$ cat src/rtl/i2c_reg_target.sv
// Oversampled I2C target front end: filters raw SCL/SDA on the system clock and turns bus
// transactions into byte-wide register writes/reads with an auto-incrementing pointer.
module i2c_reg_target #(
  parameter logic [6:0]  DEV_ADDR = 7'h70,
  parameter int unsigned FILT_LEN = 3
) (
  input  logic       clk,
  input  logic       rst_n,
  input  logic       scl,
  input  logic       sda_i,
  output logic       sda_o,
  output logic       sda_oe,
  output logic       rw,
  output logic [7:0] addr,
  output logic       wen,
  output logic [7:0] wdata,
  output logic       rdata_used,
  input  logic [7:0] rdata
);

  localparam int unsigned CntW = (FILT_LEN > 1) ? $clog2(FILT_LEN) : 1;

  typedef enum logic [3:0] {
    StIdle, StAddr, StAckA, StPtr, StAckP, StWr, StAckW, StTx, StMack, StIgnore
  } state_e;

  // Bit 1 carries SCL, bit 0 carries SDA through the whole input path.
  logic [1:0]      sync1_q, sync2_q, filt_q, prev_q;
  logic [CntW-1:0] cnt_q [2];

  always_ff @(posedge clk) begin
    if (!rst_n) begin
      sync1_q <= '1;
      sync2_q <= '1;
      filt_q  <= '1;
      prev_q  <= '1;
      for (int i = 0; i < 2; i++) cnt_q[i] <= '0;
    end else begin
      sync1_q <= {scl, sda_i};
      sync2_q <= sync1_q;
      prev_q  <= filt_q;
      for (int i = 0; i < 2; i++) begin
        if (sync2_q[i] == filt_q[i]) begin
          cnt_q[i] <= '0;
        end else if (32'(cnt_q[i]) >= FILT_LEN - 1) begin
          filt_q[i] <= sync2_q[i];
          cnt_q[i]  <= '0;
        end else begin
          cnt_q[i] <= cnt_q[i] + CntW'(1);
        end
      end
    end
  end

  logic       sda_f, scl_rise, scl_fall, start_det, stop_det;
  logic [7:0] byte_in;

  assign sda_f    = filt_q[0];
  assign scl_rise = filt_q[1] & ~prev_q[1];
  assign scl_fall = ~filt_q[1] & prev_q[1];
  // SDA edges only count as bus conditions while SCL is steadily high.
  assign start_det = filt_q[1] & prev_q[1] & prev_q[0] & ~filt_q[0];
  assign stop_det  = filt_q[1] & prev_q[1] & ~prev_q[0] & filt_q[0];

  assign sda_o = 1'b0;

  state_e     state_q;
  logic [2:0] bitcnt_q;
  logic [6:0] shreg_q;
  logic [6:0] tx_q;
  logic       ack_q;
  logic       inc_q;

  assign byte_in = {shreg_q, sda_f};

  always_ff @(posedge clk) begin
    if (!rst_n) begin
      state_q    <= StIdle;
      bitcnt_q   <= '0;
      shreg_q    <= '0;
      tx_q       <= '0;
      ack_q      <= 1'b0;
      inc_q      <= 1'b0;
      sda_oe     <= 1'b0;
      rw         <= 1'b0;
      addr       <= '0;
      wen        <= 1'b0;
      wdata      <= '0;
      rdata_used <= 1'b0;
    end else begin
      wen        <= 1'b0;
      rdata_used <= 1'b0;
      inc_q      <= 1'b0;
      if (inc_q) addr <= addr + 8'd1;

      if (start_det) begin
        state_q  <= StAddr;
        bitcnt_q <= '0;
        sda_oe   <= 1'b0;
        ack_q    <= 1'b0;
      end else if (stop_det) begin
        state_q <= StIdle;
        sda_oe  <= 1'b0;
        ack_q   <= 1'b0;
      end else begin
        unique case (state_q)
          StAddr, StPtr, StWr: begin
            if (scl_rise) begin
              shreg_q  <= byte_in[6:0];
              bitcnt_q <= bitcnt_q + 3'd1;
              if (bitcnt_q == 3'd7) begin
                if (state_q == StAddr) begin
                  if (byte_in[7:1] == DEV_ADDR) begin
                    rw      <= byte_in[0];
                    state_q <= StAckA;
                  end else begin
                    state_q <= StIgnore;
                  end
                end else if (state_q == StPtr) begin
                  addr    <= byte_in;
                  state_q <= StAckP;
                end else begin
                  wdata   <= byte_in;
                  wen     <= 1'b1;
                  inc_q   <= 1'b1;
                  state_q <= StAckW;
                end
              end
            end
          end
          // First falling edge pulls SDA for the ACK, the second one ends the ACK slot.
          StAckA, StAckP, StAckW: begin
            if (scl_fall) begin
              if (!ack_q) begin
                sda_oe <= 1'b1;
                ack_q  <= 1'b1;
              end else begin
                ack_q <= 1'b0;
                if (state_q == StAckA && rw) begin
                  tx_q       <= rdata[6:0];
                  sda_oe     <= ~rdata[7];
                  rdata_used <= 1'b1;
                  bitcnt_q   <= '0;
                  state_q    <= StTx;
                end else begin
                  sda_oe  <= 1'b0;
                  state_q <= (state_q == StAckA) ? StPtr : StWr;
                end
              end
            end
          end
          StTx: begin
            if (scl_fall) begin
              if (bitcnt_q == 3'd7) begin
                sda_oe   <= 1'b0;
                inc_q    <= 1'b1;
                bitcnt_q <= '0;
                state_q  <= StMack;
              end else begin
                sda_oe   <= ~tx_q[6];
                tx_q     <= {tx_q[5:0], 1'b0};
                bitcnt_q <= bitcnt_q + 3'd1;
              end
            end
          end
          StMack: begin
            if (scl_rise) begin
              if (sda_f) state_q <= StIgnore;
              else       ack_q   <= 1'b1;
            end else if (scl_fall && ack_q) begin
              ack_q      <= 1'b0;
              tx_q       <= rdata[6:0];
              sda_oe     <= ~rdata[7];
              rdata_used <= 1'b1;
              bitcnt_q   <= '0;
              state_q    <= StTx;
            end
          end
          default: ;
        endcase
      end
    end
  end

endmodule
$ cat config.mk
export PLATFORM = sky130hd
export DESIGN_NAME = i2c_reg_target
export DESIGN_NICKNAME = d
export VERILOG_FILES = /design/src/rtl/i2c_reg_target.sv
export SDC_FILE = /design/constraint.sdc
export NUM_CORES = 1
export LEC_CHECK = 0
export CORE_MARGIN = 10
export CORE_UTILIZATION = 50
export DETAILED_ROUTE_END_ITERATION = 10
export PLACE_DENSITY = 0.72
export SYNTH_ARGS = -nofsm -noshare
export SYNTH_HDL_FRONTEND = slang
export SYNTH_SLANG_ARGS = --single-unit
$ cat constraint.sdc
create_clock -name clk -period 2.2 [get_ports clk]
set_input_delay 0.44 -clock clk [delete_from_list [all_inputs] [get_ports clk]]
set_output_delay 0.44 -clock clk [all_outputs]
set_load 0.01 [all_outputs]
==> reports/summary.txt <==
Placer Congestion -> 0.917
power share of the clock group -> 26.1%
H-tree levels -> 2
P_leak -> 1.43 nW
CP Max Fanout -> 14
final WL -> 6300 um
Main synth FF type -> dfxtp_1
Mapped Area -> 0.00284 mm2
Tcrit/Tclk final -> 93.5%
worst path required time -> 2.44 ns
Longest Clk Path Bufs -> 2
Pre-antenna DRT Iters -> 4
max_slew headroom -> 64.9%
Placement Setup Slack -> 0.138 ns
CTS tree -> done
Hold Fails Final Rpt -> 0
total grt overflow -> 0
largest net degree at the start of global routing -> 21
Die ar. -> 0.00910 mm2
kind of critical path -> flip-flop to flip-flop
outcome -> complete, no violations
Hold WC Path Type -> flip-flop to flip-flop
Syn Area/Cell -> 8.88 um2
Int Power -> 1.61 mW
sequential power share -> 48.6%
slowest cell on the critical path -> dfxtp_1
vias in the first global route -> 2199
Root Buffer -> clkbuf_8
Row Count -> 27
layout filler cell count -> 470
slowest cell delay on critical path -> 0.66 ns
Finish-stage setup viols -> 0
Critical Path AT -> 2.29 ns
Slew Viols, Final -> 0
number of synthesized flops with an enable pin -> 4
Skew-Pair Late Insertion Delay -> 0.33 ns
vias per inst -> 5.30
skew final -> 0.0118 ns
post-DP HPWL -> 4580 um
Worst-path clk slew -> 0.11 ns
drt drc -> 0
core box area -> 0.00551 mm2
Layout Area Growth over Synthesis -> 19.0%
fin nets -> 374
DR WL/cell -> 14.7 um
Synth Register Bits -> 55
Mapped Cells -> 320
number of distinct library cells after synthesis -> 51
Setup WS post-layout -> 0.144 ns
initial antenna violation count -> 0
actual slew at the worst max-slew pin -> 0.526 ns
Sinks on Clock Net -> 55
crit path time final -> 2.06 ns
io pins -> 33
Min Hold Slack -> 0.419 ns
CTS Buf Count -> 5
Total GRT Usage -> 14.6%
Logic pwr share -> 25.2%
RSZ-0062 raised after global routing -> no
Initial DRC Count -> 152
Max-cap violations -> 0
ANT cells -> 0
Routed Antenna Nets -> 0
Die Wd -> 95.4 um
CP endpoint kind -> flip-flop
Yosys warnings -> 0
final core occ -> 61.4%
NetSw -> 0.776 mW
PortBufs -> 31
Die H -> 95.4 um
first-pass GRT wire length -> 10800 um
Seq/Total Area, Yosys -> 40.2%
Cell Pwr Density -> 706 mW/mm2
Setup TNS -> 0 ns
Switching Share -> 32.5%
CP cell instances -> nor4b_4, a211oi_1, o22ai_2, and4b_1, buf_12, nor2_1, a311oi_2
Starting Density -> 51.6%
Achievable Freq -> 0.486 GHz
Hold Buf Count CTS -> 0
layout cells sized above 1 -> 11.7%
DR vias -> 2277
Setup crit start kind -> flip-flop
asr flop ratio synth -> 0%
Worst VDD drop -> 0.376 mV
==> placed cells by master (no fill, tap or decap), drive strengths merged, types with 6 or more instances in the layout <==
master	count
a311oi	6
nand2b	11
inv	8
nor3	10
nand4	6
nor2b	17
buf	20
xor2	8
mux2i	21
dfxtp	51
nor2	33
o21ai	11
a21oi	15
o211a	6
clkdlybuf4s50	31
nand2	36
nand3	13
==> routing by layer <==
metal | part of all wire (%) | global-route usage, % | up-vias | wire length [um]
met1 | 47 | 19.5 | 1038 | 2950
met3 | 5.5 | 3.14 | 6 | 344
met5 | 0 | 0 | - | 0
li1 | - | - | 1179 | -
met2 | 47 | 23.0 | 54 | 2940
met4 | 1.2 | 4.42 | 0 | 74
==> cell type report <==
class | count | area (um2) | area share, %
multi-input cells | 237 | 1550 | 45.7
flip-flops and latches | 55 | 1140 | 33.8
repair buffers | 51 | 473 | 14.0
well taps | 72 | 90.1 | 2.66
clock buffers | 5 | 68.8 | 2.03
clock inverters | 3 | 33.8 | 0.999
inverters | 7 | 26.3 | 0.777
==> synth_stat cells, types with 2 or more instances <==
library cell,count,area (um2)
xnor2_1,2,17.5
dfxtp_1,51,1020
a311oi_1,2,17.5
o211a_1,6,60.1
nor3_1,9,45.0
inv_1,7,26.3
and3_1,2,12.5
a31oi_1,2,12.5
a21o_1,2,15.0
o21ai_1,3,15.0
nor4bb_1,2,20.0
edfxtp_1,4,120
o21ai_0,8,40.0
nand2_1,36,135
a311oi_2,4,60.1
ha_1,5,62.6
xor2_1,8,70.1
nor2b_1,17,106
a21oi_1,15,75.1
buf_4,4,30.0
a211oi_1,5,37.5
buf_6,4,45.0
buf_2,3,15.0
nor2_1,33,124
mux2i_1,21,210
clkbuf_1,13,48.8
conb_1,2,7.51
nand2b_1,11,68.8
nand4_1,6,37.5
nand3_1,12,60.1
==> power groups by stage <==
stage	logic (mW)	registers (mW)	clock network [mW]
finish	0.603	1.16	0.624
global route	0.666	1.18	0.666
CTS	0.601	1.16	0.633
detailed placement	0.597	1.18	0
global placement	0.592	1.18	0
floorplan	0.507	1.13	0
==> registers in the layout, indices dropped and copies added (netlist names), 3 cells and up <==
register,flops
tx_q,7
state_q,4
addr,8
shreg_q,7
wdata,8
bitcnt_q,3
cnt_q,4
==> worst max-delay path: cells and delay by family (launching register included) <==
| family | cells | cell delay (ns) |
|---|---|---|
| and+or+nand+nor | 3 | 0.51 |
| buffers and inverters | 1 | 0.15 |
| DFF | 1 | 0.66 |
| AOI/OAI and AO/OA | 3 | 0.66 |
==> through the flow <==
step	std cells	area [um2]	total power [mW]
floorplan	323	2850	1.64
global placement	422	3280	1.77
detailed placement	422	3280	1.78
CTS	430	3380	2.39
global route	430	3380	2.51
finish	430	3380	2.39
==> final timing paths <==
check,start,to,slack (ns),cells past startpoint
hold reg to reg,sync1_q[1]$_SDFF_PN1_,sync2_q[1]$_SDFF_PN1_,0.42,1
hold / removal,sync1_q[1]$_SDFF_PN1_,sync2_q[1]$_SDFF_PN1_,0.42,1
setup / recovery,state_q[1]$_SDFFE_PP0P_,tx_q[2]$_SDFFE_PN0P_,0.14,7
setup reg to reg,state_q[1]$_SDFFE_PP0P_,tx_q[2]$_SDFFE_PN0P_,0.14,7
==> what timing repair did <==
item	CTS	global route
hold endpoints to repair	0	0
gates resized for setup	0	2
buffers inserted	0	0
setup endpoints to repair	0	20
==> cells by family (layout without fill, tap and decap cells) <==
| kind of cell | count (synthesis) | in the layout | share of synthesized area, % |
|---|---|---|---|
| xor+xnor | 10 | 10 | 3.08 |
| flops | 55 | 55 | 40.2 |
| other cells | 2 | 5 | 0.264 |
| mux | 21 | 21 | 7.40 |
| simple gates | 144 | 144 | 27.1 |
| fa+ha+maj | 5 | 5 | 2.20 |
| compound gates | 52 | 52 | 14.0 |
| buf+inv | 31 | 66 | 5.81 |
(Power assumes the default switching activity.)
